<file path="src/rtl/weight_fetch_biu_if.sv">
// Bus bundle for weight_fetch_biu: arbiter command/response channels and the weight loader stream.
// master = the BIU side, slave = the arbiter/loader side.
interface weight_fetch_biu_if;
    logic        weight_biu2arb_req;
    logic [31:0] weight_biu2arb_addr;
    logic        weight_biu2arb_vld;
    logic        weight_biu2arb_rdy;
    logic [31:0] arb2weight_biu_data;
    logic        arb2weight_biu_vld;
    logic        arb2weight_biu_rdy;
    logic [31:0] wt_data;
    logic        wt_vld;
    logic        wt_rdy;

    modport master (
        output weight_biu2arb_req, weight_biu2arb_addr, weight_biu2arb_vld,
        input  weight_biu2arb_rdy,
        input  arb2weight_biu_data, arb2weight_biu_vld,
        output arb2weight_biu_rdy,
        output wt_data, wt_vld,
        input  wt_rdy
    );

    modport slave (
        input  weight_biu2arb_req, weight_biu2arb_addr, weight_biu2arb_vld,
        output weight_biu2arb_rdy,
        output arb2weight_biu_data, arb2weight_biu_vld,
        input  arb2weight_biu_rdy,
        input  wt_data, wt_vld,
        output wt_rdy
    );
endinterface

</file>
<file path="src/rtl/weight_fetch_biu.sv">
// Weight-side bus interface unit: credit-limited burst read through the ICB arbiter into a FIFO.
// Optional macro WEIGHT_FETCH_PERF_EN adds the fetch_cycles performance counter output.
module weight_fetch_biu #(
    parameter int FIFO_DEPTH = 8,
    parameter int LEN_W      = 16,
    parameter int PTR_W      = 3
) (
    input  logic              clk,
    input  logic              rst_n,
    input  logic              start,
    input  logic [31:0]       base_addr,
    input  logic [LEN_W-1:0]  len,
    output logic              busy,
    output logic              done,
    weight_fetch_biu_if.master bus
`ifdef WEIGHT_FETCH_PERF_EN
    ,
    output logic [31:0]       fetch_cycles
`endif
);

    typedef enum logic [1:0] {IDLE, FETCH, WAIT_RSP, DONE} state_t;

    state_t            state_q, state_d;
    logic [31:0]       addr_q, addr_d;
    logic [LEN_W-1:0]  len_q, len_d;
    logic [LEN_W-1:0]  issued_q, issued_d;
    logic [LEN_W-1:0]  rcvd_q, rcvd_d;
    logic [PTR_W-1:0]  wr_ptr_q, wr_ptr_d;
    logic [PTR_W-1:0]  rd_ptr_q, rd_ptr_d;
    logic [PTR_W:0]    count_q, count_d;
    logic [31:0]       mem_q [FIFO_DEPTH];
    logic [31:0]       mem_d [FIFO_DEPTH];
    logic              done_q, done_d;

    logic [LEN_W-1:0]  outstanding;
    logic [LEN_W:0]    credit_used;
    logic              active, cmd_vld, issue, push, pop, fifo_vld;

    // Credit: every in-flight read already owns a FIFO slot, so responses never need back-pressure.
    assign outstanding = issued_q - rcvd_q;
    assign credit_used = {1'b0, outstanding} + (LEN_W+1)'(count_q);
    assign active      = (state_q == FETCH) || (state_q == WAIT_RSP);
    assign cmd_vld     = (state_q == FETCH) && (issued_q < len_q) &&
                         (credit_used < (LEN_W+1)'(FIFO_DEPTH));
    assign issue       = cmd_vld && bus.weight_biu2arb_rdy;
    assign push        = bus.arb2weight_biu_vld && (outstanding != '0);
    assign fifo_vld    = (count_q != '0);
    assign pop         = fifo_vld && bus.wt_rdy;

    always_comb begin
        state_d  = state_q;
        addr_d   = addr_q;
        len_d    = len_q;
        issued_d = issued_q;
        rcvd_d   = rcvd_q;
        wr_ptr_d = wr_ptr_q;
        rd_ptr_d = rd_ptr_q;
        count_d  = count_q;
        mem_d    = mem_q;
        done_d   = (state_q == DONE);

        if (issue) begin
            addr_d   = addr_q + 32'd4;
            issued_d = issued_q + LEN_W'(1);
        end
        if (push) begin
            rcvd_d          = rcvd_q + LEN_W'(1);
            mem_d[wr_ptr_q] = bus.arb2weight_biu_data;
            wr_ptr_d        = wr_ptr_q + PTR_W'(1);
        end
        if (pop) begin
            rd_ptr_d = rd_ptr_q + PTR_W'(1);
        end
        case ({push, pop})
            2'b10:   count_d = count_q + (PTR_W+1)'(1);
            2'b01:   count_d = count_q - (PTR_W+1)'(1);
            default: count_d = count_q;
        endcase

        case (state_q)
            IDLE: begin
                if (start) begin
                    addr_d   = base_addr & 32'hFFFF_FFFC;
                    len_d    = len;
                    issued_d = '0;
                    rcvd_d   = '0;
                    state_d  = (len == '0) ? DONE : FETCH;
                end
            end
            FETCH: begin
                if (issue && ((issued_q + LEN_W'(1)) == len_q)) state_d = WAIT_RSP;
            end
            WAIT_RSP: begin
                if (push && ((rcvd_q + LEN_W'(1)) == len_q)) state_d = DONE;
            end
            default: state_d = IDLE;
        endcase
    end

    always_ff @(posedge clk) begin
        if (!rst_n) begin
            state_q  <= IDLE;
            addr_q   <= '0;
            len_q    <= '0;
            issued_q <= '0;
            rcvd_q   <= '0;
            wr_ptr_q <= '0;
            rd_ptr_q <= '0;
            count_q  <= '0;
            done_q   <= 1'b0;
            for (int i = 0; i < FIFO_DEPTH; i++) mem_q[i] <= '0;
        end else begin
            state_q  <= state_d;
            addr_q   <= addr_d;
            len_q    <= len_d;
            issued_q <= issued_d;
            rcvd_q   <= rcvd_d;
            wr_ptr_q <= wr_ptr_d;
            rd_ptr_q <= rd_ptr_d;
            count_q  <= count_d;
            done_q   <= done_d;
            mem_q    <= mem_d;
        end
    end

    assign busy                    = (state_q != IDLE);
    assign done                    = done_q;
    assign bus.weight_biu2arb_req  = active;
    assign bus.weight_biu2arb_addr = addr_q;
    assign bus.weight_biu2arb_vld  = cmd_vld;
    assign bus.arb2weight_biu_rdy  = active;
    assign bus.wt_vld              = fifo_vld;
    assign bus.wt_data             = mem_q[rd_ptr_q];

`ifdef WEIGHT_FETCH_PERF_EN
    logic [31:0] cyc_q, cyc_d;

    always_comb begin
        cyc_d = cyc_q;
        if ((state_q == IDLE) && start) cyc_d = '0;
        else if (active && (cyc_q != 32'hFFFF_FFFF)) cyc_d = cyc_q + 32'd1;
    end

    always_ff @(posedge clk) begin
        if (!rst_n) cyc_q <= '0;
        else        cyc_q <= cyc_d;
    end

    assign fetch_cycles = cyc_q;
`endif

endmodule

</file>
<file path="src/flat_wrapper.sv">
// flat-port wrapper written by rule: the top's interface ports become plain ports
module weight_fetch_biu_flat 
#(
    parameter int FIFO_DEPTH = 8,
    parameter int LEN_W      = 16,
    parameter int PTR_W      = 3
)
  (clk, rst_n, start, base_addr, len, busy, done, bus_weight_biu2arb_req, bus_weight_biu2arb_addr, bus_weight_biu2arb_vld, bus_weight_biu2arb_rdy, bus_arb2weight_biu_data, bus_arb2weight_biu_vld, bus_arb2weight_biu_rdy, bus_wt_data, bus_wt_vld, bus_wt_rdy);
  weight_fetch_biu_if bus_i ();
  input  logic clk;
  input  logic rst_n;
  input  logic start;
  input  logic [31:0] base_addr;
  input  logic [LEN_W-1:0] len;
  output logic busy;
  output logic done;
  output wire logic [$bits(bus_i.weight_biu2arb_req)-1:0] bus_weight_biu2arb_req;
  output wire logic [$bits(bus_i.weight_biu2arb_addr)-1:0] bus_weight_biu2arb_addr;
  output wire logic [$bits(bus_i.weight_biu2arb_vld)-1:0] bus_weight_biu2arb_vld;
  input wire logic [$bits(bus_i.weight_biu2arb_rdy)-1:0] bus_weight_biu2arb_rdy;
  input wire logic [$bits(bus_i.arb2weight_biu_data)-1:0] bus_arb2weight_biu_data;
  input wire logic [$bits(bus_i.arb2weight_biu_vld)-1:0] bus_arb2weight_biu_vld;
  output wire logic [$bits(bus_i.arb2weight_biu_rdy)-1:0] bus_arb2weight_biu_rdy;
  output wire logic [$bits(bus_i.wt_data)-1:0] bus_wt_data;
  output wire logic [$bits(bus_i.wt_vld)-1:0] bus_wt_vld;
  input wire logic [$bits(bus_i.wt_rdy)-1:0] bus_wt_rdy;
  assign bus_weight_biu2arb_req = bus_i.weight_biu2arb_req;
  assign bus_weight_biu2arb_addr = bus_i.weight_biu2arb_addr;
  assign bus_weight_biu2arb_vld = bus_i.weight_biu2arb_vld;
  assign bus_i.weight_biu2arb_rdy = bus_weight_biu2arb_rdy;
  assign bus_i.arb2weight_biu_data = bus_arb2weight_biu_data;
  assign bus_i.arb2weight_biu_vld = bus_arb2weight_biu_vld;
  assign bus_arb2weight_biu_rdy = bus_i.arb2weight_biu_rdy;
  assign bus_wt_data = bus_i.wt_data;
  assign bus_wt_vld = bus_i.wt_vld;
  assign bus_i.wt_rdy = bus_wt_rdy;
  weight_fetch_biu #(.FIFO_DEPTH(FIFO_DEPTH), .LEN_W(LEN_W), .PTR_W(PTR_W)) u_core (.clk(clk), .rst_n(rst_n), .start(start), .base_addr(base_addr), .len(len), .busy(busy), .done(done), .bus(bus_i));
endmodule
</file>
<file path="config.mk">
export PLATFORM = sky130hd
export DESIGN_NAME = weight_fetch_biu_flat
export DESIGN_NICKNAME = d
export VERILOG_FILES = /design/src/rtl/weight_fetch_biu_if.sv /design/src/rtl/weight_fetch_biu.sv /design/src/flat_wrapper.sv
export SDC_FILE = /design/constraint.sdc
export NUM_CORES = 1
export LEC_CHECK = 0
export ABC_AREA = 1
export BUFFER_PORTS_ARGS = -buffer_cell sky130_fd_sc_hd__buf_2
export CORE_AREA = 2 2 187 189
export DETAILED_ROUTE_END_ITERATION = 6
export DIE_AREA = 0 0 189 191
export PLACE_DENSITY_LB_ADDON = 0.25
export SETUP_SLACK_MARGIN = 0.1
export SLEW_MARGIN = 40
export SYNTH_ARGS = -nofsm -noshare
export SYNTH_HDL_FRONTEND = slang
export SYNTH_SLANG_ARGS = --single-unit
</file>
<file path="constraint.sdc">
create_clock -name clk -period 3.72 [get_ports clk]
set_clock_uncertainty 0.15 [all_clocks]
set_input_delay 0.744 -clock clk [delete_from_list [all_inputs] [get_ports clk]]
set_output_delay 0.744 -clock clk [all_outputs]
set_load 0.02 [all_outputs]
</file>
==> impl_metrics.ini, run 1 <==
[route]
num_vias = 20049
final_antenna_net_count = 0
drc = 6
wirelength_mm = 64.4
drt-pass1-iter-count = 7
routedWlPerCell_um = 18.6
viasPerCell = 5.79
drt_iter0_markers = 2009

[synthesis]
yosys.area.top_type = dfxtp_1
synth_area_um2 = 18500
synthSimpleGateAreaFrac = 0.171
ys_seq_area_frac = 0.375
yosys.area_share.adder = 0.0332
yosysWarnings = 0
synth_top_area_frac = 0.375
synth_top_family_by_area = compound AO/OA/AOI/OAI gates
synth-xor-area-share = 0.0250
synth.distinct_cells = 42
synth.avg_cell_area_um2 = 6.79
synth_area_leaders = dfxtp_1 (37%), a21oi_1 (12%), o21ai_0 (10%), inv_1 (9.3%), nand2_1 (8.3%)
synth_compound_area_frac = 0.263
async_flop_share = 0
synthCells = 2729
synth-edff-count = 0
ys_ff_latch = 347
muxShareOfSynthArea = 0
synth_flop_cell = dfxtp_1

[sta]
whs_ps = 289
fin_crit_ps = 4410
rsz0062_at_grt = yes
timing.fmax_ghz = 0.227
maxSlewViolCount = 0
worstMarginPinSlew_ps = 815
setup_viol = 109
relSlewSlack = 0.457
hold_violations = 0
finalCritPeriodShare = 1.18
setup_ws_ps = -687

[global_routing]
grt.overflow.total = 0
grt_usage = 0.284
grt_pass1_vias = 17313
grtUsageMet3 = 0.0395
grtUsageMet1 = 0.349
antenna_found_initial = 5
grt_pass1_wl_mm = 84.6
grt_max_degree = 174
grt-busiest-layer = met2
grt_use_met2 = 0.497

[placed_design]
placed_cells = 3272
io_buffer_count = 151
hpwlAfterDp_mm = 32.8
place_ws_ps = -242
gp_congestion = 0.923

[worst_setup_path]
regToRegStartpoint = u_core.rcvd_q[1]
endpoint_kind = output port
cp.required_ps = 2830
r2r_slack_ps = -470
critical_path_class = flip-flop to output port
cp.arrival_ps = 3510
cp-start-kind = flip-flop
cp-startpoint = u_core.rcvd_q[1]
critical_path.max_fanout = 3

[outcome]
outcome = complete, but fails checks
violations = DRC, setup timing

[clock_network]
insertion_delay_ps = 550
numCtsBuffers = 39
cts.path.max_buffers = 3
clk_pin_slew_ps = 60
cts_tree = done
root_buffer = clkbuf_16
clock_sinks = 347
h-tree-depth = 2

[cells_and_area]
layout-drive-gt1-share = 0.241
final_cells = 3461
layout.nets = 3107
regArea_um2 = 6960
fillCellCount = 2533
multiInputGateArea_um2 = 10400
area_growth_syn_to_layout_pct = 33.0
fin_util = 0.723

[pwr]
ir_worst_vdd_v = 0.000499
cellPowerDensity_nw_per_um2 = 545
p_leak_nw = 10.4

[die]
placementRows = 68
start_util = 0.543
ios = 156
core_area_um2 = 34100
fp.dieArea_um2 = 36100
fp.dieH_um = 191
die_w_um = 189

[min_path]
hp-start = u_core.mem_q[146]
hold_class = flip-flop to flip-flop

[run]
max-cap-violations = 0
==> final timing paths <==
path,depth (start not counted),endpoint
max reg2reg,31,u_core.bus.weight_biu2arb_addr[13]
min reg2reg,2,u_core.mem_q[146]
min,2,u_core.mem_q[146]
max,22,bus_weight_biu2arb_vld
==> state kept, by name, summed over array words and instances, names as in the netlist <==
register,cells
u_core.count_q,4
u_core.rcvd_q,16
u_core.wr_ptr_q,3
u_core.bus.weight_biu2arb_addr,30
u_core.rd_ptr_q,3
u_core.state_q,2
u_core.len_q,16
u_core.issued_q,16
u_core.done,1
u_core.mem_q,256
==> stage by stage <==
step | setup TNS, ps | area (um^2) | power [mW]
final | -17680 | 24700 | 13.4
after global placement | -2330 | 20300 | 8.59
after global routing | -49740 | 24700 | 14.1
after detailed placement | -5350 | 20300 | 8.70
after floorplan | -20.1 | 18600 | 7.33
after CTS | -7870 | 22300 | 12.9
==> worst max-delay path, cell delays in order, from the launching register on <==
cell and delay (ps):
dfxtp_2 340, inv_2 50, ha_2 340, nand3_1 110, nand2_2 110, xor2_2 180
inv_2 70, ha_4 270, a21oi_2 40, a21boi_2 160, nor2_2 180, nand2_2 100
nor2_4 120, nand2_2 80, nor2_4 150, buf_6 110, buf_6 90, nand3_2 80
nand2_2 100, nor2_4 40, nand2_2 70, nor2_4 40, buf_6 120
==> kinds of logic (layout without fill, tap and decap cells) <==
kind of cell             after synthesis  count (layout)
AO/OA/AOI/OAI                        938             938
AND/OR/NAND/NOR                      709             711
buffers and inverters                633             903
flip-flops                           347             347
XOR/XNOR                              53              53
adder cells (fa/ha/maj)               48              48
other                                  1               6
==> report_power, final <==
part	switching, mW	internal, mW
Combinational	3.31	1.76
Clock	1.61	2.44
Sequential	0.269	4.05
==> final cells by class <==
class / count / share of cell area
clock buffer: 55 / 0.0466
sequential: 347 / 0.283
inverter: 473 / 0.0728
multi-input combinational: 1752 / 0.421
timing repair buffer: 360 / 0.145
antenna: 4 / 0.000406
clock inverter: 15 / 0.00792
tap: 455 / 0.0231
==> layout by cell type, fill, tap and decap left out, types with 6 or more instances in the layout <==
cell	count
a21oi_2	43
nand4_1	35
ha_4	15
o21ai_1	87
inv_2	25
xnor2_1	6
clkbuf_16	68
buf_16	6
o21ai_0	268
clkbuf_8	7
nor2_4	13
nand2_1	369
buf_12	37
nor3_1	22
buf_6	38
a21oi_1	393
nand3_4	15
nor2_1	74
o21ai_2	66
clkbuf_1	7
nand2_2	40
buf_2	149
dfxtp_2	11
dfxtp_1	335
nand3b_1	8
a221oi_1	32
a31oi_1	32
clkinv_2	8
nand2_4	14
xor2_1	46
nor4_1	6
nand3_1	68
buf_4	95
nor2_2	9
nand3_2	25
buf_8	7
inv_1	442
ha_1	28
==> synthesized netlist by cell type (3+ instances only) <==
cell / n
nand4_4: 3
xor2_1: 47
nor2_4: 4
a221oi_1: 32
ha_1: 46
nor2_2: 10
inv_1: 457
clkbuf_1: 115
buf_2: 19
buf_1: 15
buf_4: 8
a21oi_1: 437
nand3b_1: 8
nand3_2: 7
nand2_1: 408
xnor2_1: 6
nand4_1: 35
nand2_2: 15
dfxtp_1: 347
nor4_1: 6
nor2_1: 82
nand3_1: 100
a31oi_1: 32
inv_2: 12
a211oi_1: 5
o21ai_0: 377
buf_6: 3
o21ai_1: 48
clkinv_1: 4
nor3_1: 23
==> per-layer routing <==
metal | routed length, um | vias up | part of all wire
met2 | 31300 | 973 | 0.49
met5 | 7 | - | 0.00011
met3 | 5370 | 240 | 0.083
met4 | 2970 | 2 | 0.046
met1 | 24800 | 9327 | 0.38
li1 | - | 9507 | -
==> timing repair <==
item,in CTS,in global routing
hold buffers,0,0
pin swaps,35,84
resized for setup,73,394
setup endpoints to repair,79,319
buffers inserted,47,53
cloned,7,39
(Power assumes the default switching activity.)
==> run 2: changes to the inputs <==
--- a/config.mk
+++ b/config.mk
@@ -11,7 +11,6 @@
 export DETAILED_ROUTE_END_ITERATION = 6
 export DIE_AREA = 0 0 189 191
 export PLACE_DENSITY_LB_ADDON = 0.25
-export SETUP_SLACK_MARGIN = 0.1
 export SLEW_MARGIN = 40
 export SYNTH_ARGS = -nofsm -noshare
 export SYNTH_HDL_FRONTEND = slang
==> run 2 against run 1 <==
- first-iteration DRC count shrank 32%
- non-clock buffer count shrank 84
- critical path type unchanged
- the flow finishes with violations (setup timing)
- clock-buffer cell count shrank 1
- largest power group unchanged
- register-to-register slack gained 270 ps
==> impl_metrics.ini, run 2 (synthesis results as in run 1) <==
[outcome]
outcome = complete, but fails checks
violations = setup timing

[worst_setup_path]
rr_worst_depth = 28
endpoint_kind = output port
critical_path.max_fanout = 3
cp_top_family = adder cells
regToRegStartpoint = u_core.issued_q[0]
crit_chain = inv_2 > ha_2 > fa_2 > xnor2_2 > ha_1 > a21oi_1 > nand2_1 > xnor2_2 > and3_1 > nand2_1 > a21oi_2 > nand2_2 > nor2_4 > nand2_2 > nor2_4 > buf_6
critical_path_buf_inv_count = 2
critical_path_class = flip-flop to output port
r2r_slack_ps = -200
cp-start-kind = flip-flop
cp.required_ps = 2830
cpMaxStageDelayCell = fa_2
r2r-end = u_core.bus.weight_biu2arb_addr[12]
cp.arrival_ps = 3370
cp_slowest_stage_delay_ps = 380

[min_path]
holdPathEnd = u_core.mem_q[242]
hold_class = flip-flop to flip-flop
hp-start = u_core.mem_q[242]
hold_path_depth = 2

[placed_design]
io_buffer_count = 151
place_ws_ps = -255
gp_congestion = 0.945
placed_area_um2 = 20300
placed_cells = 3276
hpwlAfterDp_mm = 32.7

[route]
routedWlPerCell_um = 15.5
drt-pass1-iter-count = 5
final_antenna_net_count = 0
wirelength_mm = 52.4
num_vias = 18622
drc = 0
drt_iter0_markers = 1359
viasPerCell = 5.52

[cells_and_area]
top_register = u_core.mem_q
largest_register_ffs = 256
postLayoutCellArea_um2 = 22500
fin_util = 0.660
layout-drive-gt1-share = 0.165
area_growth_syn_to_layout_pct = 21.5
final_common_cell = inv_1
layout.nets = 3021
final_cells = 3374
fillCellCount = 2948
final_cell_mix = inv_1 (450), a21oi_1 (431), nand2_1 (380)

[sta]
whs_ps = 289
fin_crit_ps = 4260
hold_violations = 0
timing.fmax_ghz = 0.235
worstMarginPinSlew_ps = 788
setup_viol = 40
relSlewSlack = 0.474
maxSlewViolCount = 0
finalCritPeriodShare = 1.15
tns_ps = -4860
rsz0062_at_grt = yes
setup_ws_ps = -540

[pwr]
netSwitchingFraction = 0.377
clock_power_share = 0.314
power_mw = 13.0
internal_power_mw = 8.11
p_seq_frac = 0.330
ir_worst_vdd_v = 0.000538
p_sw_mw = 4.92
comb_power_share = 0.356
cellPowerDensity_nw_per_um2 = 579
p_leak_nw = 9.56

[clock_network]
clk_pin_slew_ps = 60
h-tree-depth = 2
numCtsBuffers = 39
clock_sinks = 347
root_buffer = clkbuf_16
cts.path.max_buffers = 3
cts_tree = done
insertion_delay_ps = 540

[run]
max-cap-violations = 0

[global_routing]
grt_pass1_wl_mm = 82.8
grt_max_degree = 162
grt_usage = 0.275
grt_pass1_vias = 17318
grt.overflow.total = 0
antenna_found_initial = 5

[die]
ios = 156
start_util = 0.543
fp.dieArea_um2 = 36100
placementRows = 68
core_area_um2 = 34100
fp.dieH_um = 191
die_w_um = 189
==> run 2: how the worst max path moves through the flow <==
| stage | from | endpoint | cells past startpoint |
|---|---|---|---|
| 2_1_floorplan | u_core.rcvd_q[2] | bus_weight_biu2arb_vld | 23 |
| 3_3_place_gp | u_core.rcvd_q[2] | bus_weight_biu2arb_vld | 24 |
| 3_5_place_dp | u_core.issued_q[0] | u_core.count_q[3] | 23 |
| 4_1_cts | u_core.rcvd_q[2] | bus_weight_biu2arb_vld | 23 |
| 5_1_grt | u_core.rcvd_q[2] | bus_weight_biu2arb_vld | 22 |
| 6_report | u_core.issued_q[0] | bus_weight_biu2arb_vld | 16 |
==> run 2: timing repair <==
item | in CTS | in global routing
setup endpoints to repair | 50 | 94
hold buffers | 0 | 0
gates cloned | 7 | 1
buffers inserted | 11 | 9
gates resized for setup | 36 | 91
pin swaps | 19 | 49
==> run 2: cell type report <==
class	instances	area, um^2	area share
Multi-Input combinational cell	1750	9550	0.424
Clock inverter	16	246	0.0109
Antenna cell	3	7.51	0.000333
Sequential cell	347	6950	0.309
Inverter	473	1780	0.0790
Timing Repair Buffer	276	2270	0.101
Tap cell	455	569	0.0253
Clock buffer	54	1140	0.0507
==> run 2: worst min-delay path, cell delays in order, from the launching register on <==
cell,delay (ps)
dfxtp_1,300
inv_1,40
a21oi_1,50
==> run 2: per-layer routing <==
| layer | up-vias | global-route usage | wire (um) |
|---|---|---|---|
| met3 | 127 | 0.0402 | 3620 |
| met4 | 2 | 0.110 | 1720 |
| met5 | - | 0 | 13 |
| met2 | 668 | 0.486 | 25500 |
| met1 | 8526 | 0.335 | 21600 |
| li1 | 9299 | - | - |
==> run 2: power by group through the flow <==
stage | combinational (mW) | clock, mW | sequential, mW
floorplan | 2.85 | 0 | 4.46
global placement | 4.24 | 0 | 4.34
detailed placement | 4.33 | 0 | 4.36
CTS | 4.41 | 4.14 | 4.29
global route | 5.10 | 4.29 | 4.33
finish | 4.63 | 4.10 | 4.30
